$ cat src/rtl/varredura_pkg.sv
// varredura_pkg: shared states, sizes and helpers for the LED matrix scan driver.
package varredura_pkg;

  localparam int NUM_LINHAS  = 7;
  localparam int NUM_COLUNAS = 5;
  localparam int NUM_QUADROS = 8;

  typedef enum logic [1:0] {
    APAGAR,
    CARREGAR,
    EXIBIR
  } estado_t;

  // Counter width for a modulo-n count, never narrower than one bit.
  function automatic int larg(input int n);
    return (n <= 1) ? 1 : $clog2(n);
  endfunction

endpackage

$ cat src/rtl/varredura_contador_modulo.sv
// contador_modulo: modulo-N up counter with enable, clear and terminal count.
module contador_modulo #(
  parameter int N = 8,
  parameter int W = 3
) (
  input  logic         clock_i,
  input  logic         reset_i,
  input  logic         clr_i,
  input  logic         en_i,
  output logic [W-1:0] q_o,
  output logic         tc_o
);

  localparam logic [W-1:0] ULTIMO = W'(N - 1);

  logic [W-1:0] q_q;
  logic [W-1:0] q_d;

  assign tc_o = (q_q == ULTIMO);
  assign q_o  = q_q;

  always_comb begin
    q_d = q_q;
    if (clr_i) begin
      q_d = '0;
    end else if (en_i) begin
      q_d = tc_o ? '0 : q_q + W'(1);
    end
  end

  always_ff @(posedge clock_i) begin
    if (reset_i) begin
      q_q <= '0;
    end else begin
      q_q <= q_d;
    end
  end

endmodule

$ cat src/rtl/varredura_matriz.sv
// varredura_matriz: 7x5 LED matrix row scanner with blanking and frame stepping.
// Define VARREDURA_ATIVO_BAIXO_EN for active-low row/column drive.
module varredura_matriz
  import varredura_pkg::*;
#(
  parameter int DIV_LINHA         = 50000,
  parameter int BLANK_CICLOS      = 4,
  parameter int QUADRO_VARREDURAS = 500
) (
  input  logic                   clock,
  input  logic                   reset,
  input  logic                   habilita,
  input  logic                   modo_auto,
  input  logic                   avancar,
  input  logic [NUM_COLUNAS-1:0] colunas_in,
  output logic [2:0]             quadros,
  output logic [2:0]             contador,
  output logic [NUM_LINHAS-1:0]  linhas,
  output logic [NUM_COLUNAS-1:0] colunas_out,
  output logic                   fim_quadro
);

`ifdef VARREDURA_ATIVO_BAIXO_EN
  localparam logic ATIVO_BAIXO = 1'b1;
`else
  localparam logic ATIVO_BAIXO = 1'b0;
`endif

  localparam logic [NUM_LINHAS-1:0]  LIN_OFF = {NUM_LINHAS{ATIVO_BAIXO}};
  localparam logic [NUM_COLUNAS-1:0] COL_OFF = {NUM_COLUNAS{ATIVO_BAIXO}};

  localparam int TMAX =
    (DIV_LINHA > BLANK_CICLOS) ? DIV_LINHA : BLANK_CICLOS;
  localparam int TW = larg(TMAX);
  localparam int SW = larg(QUADRO_VARREDURAS);

  localparam logic [TW-1:0] T_BLANK = TW'(BLANK_CICLOS - 1);
  localparam logic [TW-1:0] T_DIV   = TW'(DIV_LINHA - 1);

  estado_t estado_q, estado_d;

  logic [NUM_LINHAS-1:0]  linhas_q, linhas_d;
  logic [NUM_COLUNAS-1:0] colunas_q, colunas_d;
  logic [2:0]             quadros_q, quadros_d;
  logic                   fim_q, fim_d;
  logic                   pend_q, pend_d;

  logic [TW-1:0] t_q;
  logic          t_clr;
  logic          unused_t_tc;
  logic [2:0]    linha_q;
  logic          linha_tc;
  logic          linha_en;
  logic          linha_clr;
  logic [SW-1:0] unused_scan_q;
  logic          scan_tc;
  logic          scan_en;
  logic          scan_clr;
  logic          fim_timer;
  logic          avanca;

  contador_modulo #(.N(TMAX), .W(TW)) u_timer (
    .clock_i (clock),
    .reset_i (reset),
    .clr_i   (t_clr),
    .en_i    (1'b1),
    .q_o     (t_q),
    .tc_o    (unused_t_tc)
  );

  contador_modulo #(.N(NUM_LINHAS), .W(3)) u_linha (
    .clock_i (clock),
    .reset_i (reset),
    .clr_i   (linha_clr),
    .en_i    (linha_en),
    .q_o     (linha_q),
    .tc_o    (linha_tc)
  );

  contador_modulo #(.N(QUADRO_VARREDURAS), .W(SW)) u_scan (
    .clock_i (clock),
    .reset_i (reset),
    .clr_i   (scan_clr),
    .en_i    (scan_en),
    .q_o     (unused_scan_q),
    .tc_o    (scan_tc)
  );

  always_comb begin
    estado_d  = estado_q;
    linhas_d  = linhas_q;
    colunas_d = colunas_q;
    quadros_d = quadros_q;
    fim_d     = 1'b0;
    pend_d    = pend_q | avancar;
    fim_timer = 1'b0;
    avanca    = 1'b0;
    t_clr     = 1'b0;
    linha_en  = 1'b0;
    linha_clr = 1'b0;
    scan_en   = 1'b0;
    scan_clr  = 1'b0;
    if (!habilita) begin
      estado_d  = APAGAR;
      linhas_d  = LIN_OFF;
      colunas_d = COL_OFF;
      t_clr     = 1'b1;
      linha_clr = 1'b1;
    end else begin
      unique case (estado_q)
        APAGAR: begin
          fim_timer = (t_q == T_BLANK);
          t_clr     = fim_timer;
          if (fim_timer) estado_d = CARREGAR;
        end
        CARREGAR: begin
          t_clr     = 1'b1;
          colunas_d = colunas_in ^ COL_OFF;
          linhas_d  = (NUM_LINHAS'(1) << linha_q) ^ LIN_OFF;
          estado_d  = EXIBIR;
        end
        EXIBIR: begin
          fim_timer = (t_q == T_DIV);
          t_clr     = fim_timer;
          if (fim_timer) begin
            estado_d = APAGAR;
            linhas_d = LIN_OFF;
            linha_en = 1'b1;
            if (linha_tc) begin
              // Frames only change on a row wrap so a frame never tears.
              avanca   = (modo_auto & scan_tc) | pend_q;
              scan_en  = ~avanca;
              scan_clr = avanca;
              if (avanca) begin
                quadros_d = quadros_q + 3'd1;
                fim_d     = 1'b1;
                pend_d    = avancar;
              end
            end
          end
        end
        default: estado_d = APAGAR;
      endcase
    end
  end

  always_ff @(posedge clock) begin
    if (reset) begin
      estado_q  <= APAGAR;
      linhas_q  <= LIN_OFF;
      colunas_q <= COL_OFF;
      quadros_q <= '0;
      fim_q     <= 1'b0;
      pend_q    <= 1'b0;
    end else begin
      estado_q  <= estado_d;
      linhas_q  <= linhas_d;
      colunas_q <= colunas_d;
      quadros_q <= quadros_d;
      fim_q     <= fim_d;
      pend_q    <= pend_d;
    end
  end

  assign quadros     = quadros_q;
  assign contador    = linha_q;
  assign linhas      = linhas_q;
  assign colunas_out = colunas_q;
  assign fim_quadro  = fim_q;

endmodule
$ cat config.mk
export PLATFORM = sky130hd
export DESIGN_NAME = varredura_matriz
export DESIGN_NICKNAME = d
export VERILOG_FILES = /design/src/rtl/varredura_pkg.sv /design/src/rtl/varredura_contador_modulo.sv /design/src/rtl/varredura_matriz.sv
export SDC_FILE = /design/constraint.sdc
export NUM_CORES = 1
export LEC_CHECK = 0
export CORE_MARGIN = 1.5
export CORE_UTILIZATION = 54
export DETAILED_ROUTE_END_ITERATION = 7
export PLACE_DENSITY = 0.86
export SLEW_MARGIN = 20
export SYNTH_ARGS = -nofsm -noshare
export SYNTH_HDL_FRONTEND = slang
export SYNTH_SLANG_ARGS = --single-unit
$ cat constraint.sdc
create_clock -name clock -period 2.2 [get_ports clock]
set_input_delay 0.44 -clock clock [delete_from_list [all_inputs] [get_ports clock]]
set_output_delay 0.44 -clock clock [all_outputs]
set_load 0.05 [all_outputs]
==> PnR_summary.wiki <==
{| class="wikitable"
! Metric !! Value
|-
| Overall routing resource usage || 21.7%
|-
| Clock period minus worst slack || 2110 ps
|-
| Number of CTS-inserted buffers || 5
|-
| Part of the cycle the worst path needs || 96.1%
|-
| Type of the worst setup path || reg -> out
|-
| Register-to-register setup slack || 170 ps
|-
| Fraction of power consumed by sequential logic || 59.6%
|-
| Ranking of synthesized cells by area || sky130_fd_sc_hd__dfxtp_1, sky130_fd_sc_hd__nor2_1, sky130_fd_sc_hd__a21oi_1, sky130_fd_sc_hd__nand2_1, sky130_fd_sc_hd__xor2_1
|-
| Post-Syn Area || 2120 sq um
|-
| Slew headroom || 65.8%
|-
| Fraction of synthesized cell area taken by the top area cell type || 44.3%
|-
| Mean routed wirelength per cell || 12.6 microns
|-
| Final total power || 1.44 mW
|-
| Die outline width || 65.7 microns
|-
| Area of the multi-input gates || 1120 sq um
|-
| Remaining global-route overflow || 0
|-
| Via count of the first global-routing pass || 1686
|-
| Data required, critical path || 1760 ps
|-
| Count of filler cells inserted in the layout || 276
|-
| Number of DRC markers in iteration 0 || 115
|-
| Power density normalized to cell area || 549 nW/um^2
|-
| Clock transition at the registers of the reported paths || 90 ps
|-
| Starting density of the core || 57.1%
|-
| Sequential fraction of the synthesis area || 44.3%
|-
| Power dissipated by switching net loads || 328 uW
|-
| Detailed-route via count || 1759
|-
| Placer Congestion || 0.824
|-
| Final setup TNS || 0 ps
|-
| Maximum fanout along the worst path || 9
|-
| Critical Path Stages || 1
|-
| Fraction of the core area covered by cells at the end of the flow || 70.5%
|-
| Endpoints failing setup || 0
|-
| Dominant synthesized flop cell || sky130_fd_sc_hd__dfxtp_1
|-
| Max-cap check violation count || 0
|-
| CTS tree || built
|-
| Leakage component of the power || 0.904 nW
|-
| Final slew viol count || 0
|-
| Post-synthesis cell type with the largest combined area || sky130_fd_sc_hd__dfxtp_1
|-
| Row cnt || 22
|-
| Maximum number of pins on one net before global-route repair || 18
|-
| Layout overhead on the synthesized area || 23.3%
|-
| Vias per std cell || 5.36
|-
| Remaining DRCs || 0
|-
| Fraction of registers with async set/reset || 0%
|-
| CP Data Arrival Time || 1670 ps
|-
| # IOs || 29
|-
| CTS H-tree depth || 2
|-
| Biggest cell delay along the critical path || 870 ps
|-
| Count of state elements after synthesis || 47
|-
| Hpwl dp || 2990 microns
|-
| First-pass GRT wire length || 7230 microns
|-
| Syn_area_per_cell || 8.85 sq um
|-
| Synth Net Count || 254
|-
| Clock sink count || 47
|-
| Synth cell types || 45
|-
| Number of I/O port buffers || 28
|-
| Most used cells in the layout excluding fill and tap cells || sky130_fd_sc_hd__dfxtp_1, sky130_fd_sc_hd__nor2_1, sky130_fd_sc_hd__clkdlybuf4s50_1
|-
| Buffers from clock root to sink, at most || 2
|-
| Clock tree root buffer cell || sky130_fd_sc_hd__clkbuf_8
|-
| Chip height || 65.7 microns
|-
| Number of antenna-violating nets in the routed design || 0
|-
| Worst-path cell with the longest stage delay || sky130_fd_sc_hd__clkdlybuf4s50_1
|-
| Hold crit path type || reg -> reg
|-
| Kind of cell adding the most delay to the critical path || buffers and inverters
|-
| Number of cells produced by synthesis || 240
|-
| Number of antenna violations at the first check in global routing || 0
|-
| DRT Pass-1 Iters || 4
|-
| Worst voltage drop across the vdd grid || 0.496 mV
|-
| Clock network latency to the later pin of the worst-skew pair || 310 ps
|-
| Post-Route WL || 4130 microns
|-
| Buf+Inv Stages, Crit Path || 1
|-
| Endpoint class of the critical path || primary output
|-
| Yosys warnings || 0
|-
| Layout Skew || 9.06 ps
|-
| Hold Violations, Final || 0
|-
| Ant. Diodes || 0
|-
| Most frequent standard cell in the layout excluding fill and tap cells || sky130_fd_sc_hd__dfxtp_1
|-
| Storage cell area || 941 sq um
|-
| Clock Power Share || 36.6%
|-
| Least-Margin Pin Slew || 512 ps
|-
| Fraction of final layout cells sized beyond drive strength 1 || 11.4%
|-
| Instance count along the most critical hold path || 2
|-
| Full die area || 4320 sq um
|-
| FF-to-FF path depth || 5
|-
| Switching Fraction || 22.8%
|-
| Total of hold buffers inserted after clock tree synthesis || 0
|-
| Crit start category || register
|-
| Critical-path cell list || clkdlybuf4s50_1
|-
| Internal power of the cells || 1.11 mW
|-
| Result of the run || complete, no violations
|-
| Max Clk Rate || 473 MHz
|-
| Number of synthesized flops with an enable pin || 0
|-
| Fin nets || 293
|-
| Standard cell core area || 3720 sq um
|-
| Logic pwr share || 3.8%
|-
| Unrepaired setup endpoints after global routing || false
|}
[cells in the mapped netlist, types with 3 or more instances]
| master | number |
|---|---|
| sky130_fd_sc_hd__dfxtp_1 | 47 |
| sky130_fd_sc_hd__nor2_1 | 39 |
| sky130_fd_sc_hd__nand2_1 | 24 |
| sky130_fd_sc_hd__a21oi_1 | 20 |
| sky130_fd_sc_hd__nand3_1 | 11 |
| sky130_fd_sc_hd__xor2_1 | 10 |
| sky130_fd_sc_hd__xnor2_1 | 9 |
| sky130_fd_sc_hd__clkbuf_1 | 5 |
| sky130_fd_sc_hd__nand4_1 | 5 |
| sky130_fd_sc_hd__o21ai_0 | 5 |
| sky130_fd_sc_hd__or3_1 | 5 |
| sky130_fd_sc_hd__a32oi_1 | 4 |
| sky130_fd_sc_hd__ha_1 | 4 |
| sky130_fd_sc_hd__inv_1 | 4 |
| sky130_fd_sc_hd__nor3_1 | 4 |
| sky130_fd_sc_hd__and4_1 | 3 |
| sky130_fd_sc_hd__nand2b_1 | 3 |
| sky130_fd_sc_hd__nor2b_1 | 3 |
[worst paths after layout]
kind | start | to
hold reg to reg | colunas_out[4] | colunas_out[4]
hold / removal | colunas_out[4] | colunas_out[4]
setup reg to reg | u_timer.q_o[12] | u_scan.q_o[4]
setup / recovery | u_linha.q_o[0] | contador[0]
[metal layers]
| metal | GRT usage (%) | vias to the layer above | wire (microns) |
|---|---|---|---|
| li1 | - | 911 | - |
| met5 | 0 | - | 0 |
| met4 | 11.5 | 0 | 80 |
| met3 | 4.97 | 7 | 187 |
| met2 | 34.6 | 37 | 1910 |
| met1 | 27.2 | 804 | 1950 |
[timing repair]
| action | in CTS | in global routing |
|---|---|---|
| endpoints found under the setup margin | 0 | 11 |
| buffers inserted | 0 | 3 |
| gates resized for setup | 0 | 1 |
[worst register-to-register path, stage by stage (launching register included)]
cell and delay [ps]:
sky130_fd_sc_hd__dfxtp_1 340, sky130_fd_sc_hd__or4_1 590, sky130_fd_sc_hd__nor2_1 300, sky130_fd_sc_hd__nand4_2 270, sky130_fd_sc_hd__o21bai_2 320, sky130_fd_sc_hd__nor2_1 80
[state kept, by name, summed over array words and instances (netlist names)]
name         count
u_linha.q_o      3
u_timer.q_o     16
quadros          3
estado_q         2
colunas_out      5
pend_q           1
fim_quadro       1
linhas           7
u_scan.q_o       9
[layout make-up]
type	instances	area share (%)
clock buffer	5	2.63
clock inverter	3	0.956
inverter	4	0.573
multi-input combinational	180	42.7
sequential	47	35.9
tap	48	2.29
timing repair buffer	41	14.9
[metrics by stage]
step	cells	setup slack, ps	hold slack [ps]	cell area, sq um
2_1_floorplan	240	208	426	2120
3_3_place_gp	317	160	441	2500
3_5_place_dp	317	87.7	449	2500
4_1_cts	325	73.3	468	2590
5_1_grt	328	20.6	489	2620
6_report	328	85.4	465	2620
[power groups by stage]
| stage | Clock (mW) | Sequential (mW) | Combinational (mW) |
|---|---|---|---|
| after floorplan | 0 | 0.876 | 0.0249 |
| after global placement | 0 | 0.876 | 0.0537 |
| after detailed placement | 0 | 0.876 | 0.0544 |
| after CTS | 0.545 | 0.856 | 0.0547 |
| after global routing | 0.583 | 0.857 | 0.0599 |
| final | 0.526 | 0.856 | 0.0550 |
[logic make-up (layout without fill, tap and decap cells)]
| kind of cell | count (synthesis) | in the layout | share of synthesized area, % |
|---|---|---|---|
| flip-flops | 47 | 47 | 44.3 |
| XOR/XNOR | 19 | 19 | 7.84 |
| adder cells (fa/ha/maj) | 4 | 4 | 2.36 |
| buffers and inverters | 13 | 53 | 3.24 |
| AO/OA/AOI/OAI | 37 | 37 | 10.7 |
| AND/OR/NAND/NOR | 120 | 120 | 31.6 |
No activity file was read; power rests on OpenSTA's default activity.
